File: config.mk
export PLATFORM = sky130hd
export DESIGN_NAME = sd_cmd_phy
export DESIGN_NICKNAME = d
export VERILOG_FILES = /design/src/rtl/sd_cmd_phy_pkg.sv /design/src/rtl/sd_cmd_phy_crc.sv /design/src/rtl/sd_cmd_phy.sv
export SDC_FILE = /design/constraint.sdc
export NUM_CORES = 1
export LEC_CHECK = 0
export CAP_MARGIN = 20
export CORE_MARGIN = 1
export CORE_UTILIZATION = 50
export CTS_CLUSTER_SIZE = 10
export DETAILED_ROUTE_END_ITERATION = 10
export GPL_ROUTABILITY_DRIVEN = 0
export MAX_ROUTING_LAYER = met4
export PLACE_DENSITY = 0.73
export SYNTH_ARGS = -nofsm -noshare
export SYNTH_HDL_FRONTEND = slang
export SYNTH_SLANG_ARGS = --single-unit
File: constraint.sdc
create_clock -name clock -period 2.2 [get_ports clock]
set_clock_uncertainty 0.1 [all_clocks]
set_input_delay 0.33 -clock clock [delete_from_list [all_inputs] [get_ports clock]]
set_output_delay 0.33 -clock clock [all_outputs]
set_load 0.01 [all_outputs]
File: src/rtl/sd_cmd_phy_pkg.sv
// Shared SD command-path definitions: frame geometry, CRC7 polynomial and
// the command PHY state encoding.
package sd_cmd_phy_pkg;

    localparam int FRAME_LEN = 48;
    localparam int CMD_W     = 40;
    localparam int CRC_W     = 7;

    // x^7 + x^3 + 1, implicit x^7 term
    localparam logic [CRC_W-1:0] CRC7_POLY = 7'h09;

    typedef enum logic [2:0] {
        IDLE,
        ACK,
        SEND,
        TURN,
        WAIT_RESP,
        RECV,
        HANDOFF,
        RELEASE
    } phy_state_e;

    function automatic logic [CRC_W-1:0] crc7_step(input logic [CRC_W-1:0] crc,
                                                   input logic             din);
        logic fb;
        fb = din ^ crc[CRC_W-1];
        return {crc[CRC_W-2:0], 1'b0} ^ (fb ? CRC7_POLY : '0);
    endfunction

endpackage

File: src/rtl/sd_cmd_phy_crc.sv
// Bit-serial CRC7 accumulator; clear wins over enable.
module sd_crc7
    import sd_cmd_phy_pkg::*;
(
    input  logic             clock,
    input  logic             reset,
    input  logic             clr,
    input  logic             en,
    input  logic             din,
    output logic [CRC_W-1:0] crc
);

    always_ff @(posedge clock or negedge reset) begin
        if (!reset)   crc <= '0;
        else if (clr) crc <= '0;
        else if (en)  crc <= crc7_step(crc, din);
    end

endmodule

File: src/rtl/sd_cmd_phy.sv
// SD CMD-line PHY: serialises a 48-bit command with CRC7, then waits for and
// deserialises a 48-bit response, with 4-phase handshakes on both sides.
module sd_cmd_phy
    import sd_cmd_phy_pkg::*;
#(
    parameter int RESP_TIMEOUT = 64,
    parameter int NCR_MIN      = 2
) (
    input  logic             clock,
    input  logic             reset,
    input  logic             req_in,
    output logic             ack_out,
    input  logic [CMD_W-1:0] cmd_in,
    output logic             req_out,
    input  logic             ack_in,
    output logic [CMD_W-1:0] cmd_out,
    output logic             cmd_pin_out,
    output logic             cmd_pin_oe,
    input  logic             cmd_pin_in,
    output logic             timeout_out,
    output logic             crc_err_out,
    output logic             idle_out
);

    localparam int TMAX = (RESP_TIMEOUT > NCR_MIN) ? RESP_TIMEOUT : NCR_MIN;
    localparam int TW   = $clog2(TMAX + 1);

    phy_state_e           state, state_nxt;
    logic [5:0]           bit_cnt;
    logic [TW-1:0]        timer;
    logic [CMD_W-1:0]     tx_sr;
    logic [FRAME_LEN-2:0] rx_sr;
    logic [CRC_W-1:0]     crc;
    logic                 crc_clr, crc_en, crc_din;
    logic [2:0]           crc_sel;

    wire turn_done = (timer == TW'(NCR_MIN - 1));
    wire resp_tmo  = (timer == TW'(RESP_TIMEOUT - 1));

    sd_crc7 u_crc (
        .clock (clock),
        .reset (reset),
        .clr   (crc_clr),
        .en    (crc_en),
        .din   (crc_din),
        .crc   (crc)
    );

    // Transmit uses the CRC over the 40 command bits; the same engine is
    // cleared in TURN and reused for bits 47..8 of the response.
    always_comb begin
        crc_clr = (state == IDLE && req_in) || (state == TURN);
        crc_en  = ((state == SEND || state == RECV) && bit_cnt < 6'd40)
                || (state == WAIT_RESP && !cmd_pin_in);
        crc_din = (state == SEND) ? tx_sr[CMD_W-1] : cmd_pin_in;
        crc_sel = 3'(6'd46 - bit_cnt);
    end

    always_ff @(posedge clock or negedge reset) begin
        if (!reset) state <= IDLE;
        else        state <= state_nxt;
    end

    always_comb begin
        state_nxt   = state;
        ack_out     = 1'b0;
        req_out     = 1'b0;
        idle_out    = 1'b0;
        cmd_pin_oe  = 1'b0;
        cmd_pin_out = 1'b1;
        case (state)
            IDLE: begin
                idle_out = 1'b1;
                if (req_in) state_nxt = ACK;
            end
            ACK: begin
                ack_out = 1'b1;
                if (!req_in) state_nxt = SEND;
            end
            SEND: begin
                cmd_pin_oe = 1'b1;
                if (bit_cnt < 6'd40)      cmd_pin_out = tx_sr[CMD_W-1];
                else if (bit_cnt < 6'd47) cmd_pin_out = crc[crc_sel];
                if (bit_cnt == 6'd47) state_nxt = TURN;
            end
            TURN: begin
                if (turn_done) state_nxt = WAIT_RESP;
            end
            WAIT_RESP: begin
                if (!cmd_pin_in)   state_nxt = RECV;
                else if (resp_tmo) state_nxt = HANDOFF;
            end
            RECV: begin
                if (bit_cnt == 6'd47) state_nxt = HANDOFF;
            end
            HANDOFF: begin
                req_out = 1'b1;
                if (ack_in) state_nxt = RELEASE;
            end
            RELEASE: begin
                if (!ack_in) state_nxt = IDLE;
            end
            default: state_nxt = IDLE;
        endcase
    end

    always_ff @(posedge clock or negedge reset) begin
        if (!reset) begin
            bit_cnt     <= '0;
            timer       <= '0;
            tx_sr       <= '0;
            rx_sr       <= '0;
            cmd_out     <= '0;
            timeout_out <= 1'b0;
            crc_err_out <= 1'b0;
        end else begin
            case (state)
                IDLE: if (req_in) begin
                    tx_sr       <= cmd_in;
                    cmd_out     <= '0;
                    timeout_out <= 1'b0;
                    crc_err_out <= 1'b0;
                    bit_cnt     <= '0;
                    timer       <= '0;
                end
                SEND: begin
                    if (bit_cnt < 6'd40) tx_sr <= {tx_sr[CMD_W-2:0], 1'b0};
                    if (bit_cnt == 6'd47) begin
                        bit_cnt <= '0;
                        timer   <= '0;
                    end else begin
                        bit_cnt <= bit_cnt + 6'd1;
                    end
                end
                TURN: timer <= turn_done ? '0 : timer + 1'b1;
                WAIT_RESP: begin
                    if (!cmd_pin_in) begin
                        rx_sr   <= {rx_sr[FRAME_LEN-3:0], cmd_pin_in};
                        bit_cnt <= 6'd1;
                    end else if (resp_tmo) begin
                        timeout_out <= 1'b1;
                        cmd_out     <= '0;
                    end else begin
                        timer <= timer + 1'b1;
                    end
                end
                RECV: begin
                    if (bit_cnt == 6'd47) begin
                        // rx_sr now holds bits 47..1; the line carries bit 0
                        cmd_out     <= rx_sr[FRAME_LEN-2:CRC_W];
                        crc_err_out <= (crc != rx_sr[CRC_W-1:0]) || !cmd_pin_in;
                    end else begin
                        rx_sr   <= {rx_sr[FRAME_LEN-3:0], cmd_pin_in};
                        bit_cnt <= bit_cnt + 6'd1;
                    end
                end
                default: ;
            endcase
        end
    end

endmodule

==> flow_summary_export.csv <==
group,metric,value,unit
sta,worst_slack,-0.521,ns
clock_tree,clkTransAtPathRegs,0.06,ns
synthesis,synth_common_cells,"dfrtp_1 (152), nand2_1 (94), nor2_1 (53), a22o_1 (48), a31oi_1 (43)",
critical_path,worstPathMaxFanout,3,
routing,drtAntennaViolNets,0,
place,dpl.hpwl,9400,um
global_routing,grt_pass1_wl,24700,um
clock_tree,clock_path_buffers,2,
critical_path,reg2reg_depth,7,
routing,avgViaCountPerCell,5.61,
final_layout,nNetsFinal,770,
critical_path,crit_type,"flip-flop to output pin",
floorplan,dieArea,0.0139,sq mm
synthesis,synth-edff-count,0,
place,place_area,0.00808,sq mm
floorplan,die_h,118,um
synthesis,synthFlopType,"dfrtp_1",
critical_path,cp.required,1.77,ns
synthesis,synth_top_cell_area_share,56.4,%
synthesis,yosysMostFrequentCell,"dfrtp_1",
critical_path,crit_path_end,"cmd_pin_out",
critical_path,r2r_setup_slack,0.11,ns
routing,vias,5108,
sta,finalSetupViolations,1,
synthesis,ys_ff_latch,152,
sta,clock.fmax,367,MHz
sta,whs,0.361,ns
sta,finalHoldViolations,0,
floorplan,die_w,118,um
critical_path,r2r_start,"timer[0]",
synthesis,yosysUniqueCellTypes,58,
global_routing,grt_use_total,22.8,%
critical_path,crit_path_cell_trace,"ha_1 -> mux4_2 -> or3b_4 -> a311oi_2 -> o21ai_1 -> buf_2",
floorplan,initial_core_util,51.1,%
critical_path,cp-startpoint,"bit_cnt[0]",
sta,slew-limit-headroom,60.3,%
place,numPortBuffers,91,
floorplan,core-area,0.0132,sq mm
flow_run,drv_cap,0,
critical_path,critPathSlowestCell,"dfrtp_1",
floorplan,ios,92,
global_routing,grt_max_degree,62,
critical_path,worstSetupStartpointType,"flip-flop",
final_layout,drive_above_1_share,18.9,%
clock_tree,htree_num_levels,4,
global_routing,grt_pass1_vias,5066,
final_layout,syn2layout_area_growth,29.9,%
outcome,status,"finished, violations left",
sta,post-route-period-util,124,%
critical_path,cp_slowest_stage_delay,0.40,ns
routing,drt-wirelength-per-cell,15.9,um
global_routing,grt-ovfl-total,0,
synthesis,ys_seq_area_share,56.4,%
synthesis,synthCells,605,
synthesis,yosysWarnings,0,
routing,drc_errors,0,
global_routing,antenna_found_initial,0,
sta,rsz0062_at_grt,"yes",
sta,worstMarginPinSlew,0.595,ns
synthesis,synth_area_leaders,"dfrtp_1 (56%), mux2_2 (6.5%), a22o_1 (6.2%), nand2_1 (5.2%), a31oi_1 (4.0%)",
critical_path,reg2reg_to,"cmd_out[0]",
synthesis,yosys.area.top_type,"dfrtp_1",
sta,slew_viol_final,0,
pwr,cellPowerDensity,1210,mW/mm^2
synthesis,syn_area,0.00674,sq mm
routing,drt_first_pass_iters,5,
final_layout,post-route-util,66.4,%
clock_tree,cts_buffers,17,
sta,fin_crit,2.72,ns
clock_tree,clk_latency,0.42,ns
critical_path,worstSetupEndpointType,"output pin",
pwr,ir_drop,0.000608,V
worst_hold_path,hold_path_class,"input pin to asynchronous set/reset pin",
synthesis,syn_area_per_cell,11.1,sq um
outcome,violations,"negative setup slack",
clock_tree,cts_tree,"built",
final_layout,final_area,0.00875,sq mm
final_layout,diodes,0,
synthesis,async_flop_share,100,%
critical_path,cp.arrival,2.29,ns
synthesis,syn_nets,653,
clock_tree,cts.root.buffer_cell,"clkbuf_16",
routing,wl,14500,um
place,place_ws,-0.623,ns
routing,drt-initial-drc-count,343,
floorplan,rows,42,
pwr,power_leakage,4.01,nW
clock_tree,clock-sinks,152,
[cell type report]
class                           count  area [sq um]
Clock buffer                       20           457
Clock inverter                     11           123
Fill cell                         975          4440
Inverter                            8          36.3
Multi-Input combinational cell    408          2750
Sequential cell                   152          3800
Tap cell                          176           220
Timing Repair Buffer              135          1370
[registers in the layout (all words and copies together) (netlist names)]
name	flops
bit_cnt	6
cmd_out	40
crc_err_out	1
rx_sr	47
state	3
timeout_out	1
timer	7
tx_sr	40
u_crc.crc	7
[report_power, final]
part / internal [mW] / switching, mW / total (mW) / leakage, nW
combinational: 1.79 / 2.15 / 3.94 / 1.74
clock: 1.73 / 1.14 / 2.86 / 0.286
sequential: 3.39 / 0.378 / 3.77 / 1.98
total: 6.91 / 3.67 / 10.6 / 4.01
[repair_timing]
item	in CTS	in global routing
pin swaps	3	0
endpoints found under the setup margin	11	11
hold buffers	1	0
setup buffers	6	0
endpoints found under the hold margin	56	0
gates resized for setup	14	6
[routing by layer]
metal	vias up	GRT usage (%)	wire length, um
li1	2399	-	-
met1	2556	29.7	6520
met2	135	35.6	7090
met3	18	5.04	706
met4	0	7.29	183
met5	-	-	0
[worst max-delay path, delay by kind of cell (launching register included)]
family / cells / cell delay (ns)
compound gates: 2 / 0.31
mux: 1 / 0.31
buf+inv: 1 / 0.15
flops: 1 / 0.40
fa+ha+maj: 1 / 0.32
simple gates: 1 / 0.39
[worst min-delay path by stage]
stage / slack, ns / start / to / cells after the start
CTS: 0.37 / cmd_in[12] / tx_sr[12] / 3
detailed placement: 0.25 / reset / timer[1] / 1
floorplan: -0.07 / reset / bit_cnt[0] / 0
global placement: 0.25 / reset / timer[2] / 1
global route: 0.37 / cmd_in[1] / tx_sr[1] / 3
finish: 0.36 / reset / timer[1] / 2
[logic make-up after synthesis]
group | after synthesis | synth area share, %
buffers and inverters | 45 | 3.47
AND/OR/NAND/NOR | 193 | 12.6
flip-flops | 152 | 56.4
multiplexers | 51 | 8.97
adder cells (fa/ha/maj) | 3 | 0.557
XOR/XNOR | 15 | 1.95
AO/OA/AOI/OAI | 146 | 16.0
[cells in the final DEF, fill, tap and decap left out, drive strengths merged, types with 6 or more instances in the layout]
cell / netlist / routed
a21oi: 13 / 13
a22o: 48 / 48
a31oi: 43 / 43
buf: 24 / 45
clkbuf: 13 / 20
clkdlybuf4s50: 0 / 85
clkinv: 0 / 6
dfrtp: 152 / 152
inv: 8 / 9
mux2: 47 / 47
nand2: 94 / 94
nand2b: 8 / 8
nand3: 9 / 9
nor2: 54 / 54
o21ai: 13 / 13
xnor2: 6 / 6
xor2: 9 / 9
[through the flow]
stage               total power [mW]  setup TNS [ns]  instances
global placement                7.42          -0.579        872
floorplan                       6.40               0        605
CTS                             10.6          -0.528        910
finish                          10.6          -0.521        910
global route                    11.2          -0.584        910
detailed placement              7.60          -0.989        872
No activity file was read; power rests on OpenSTA's default activity.
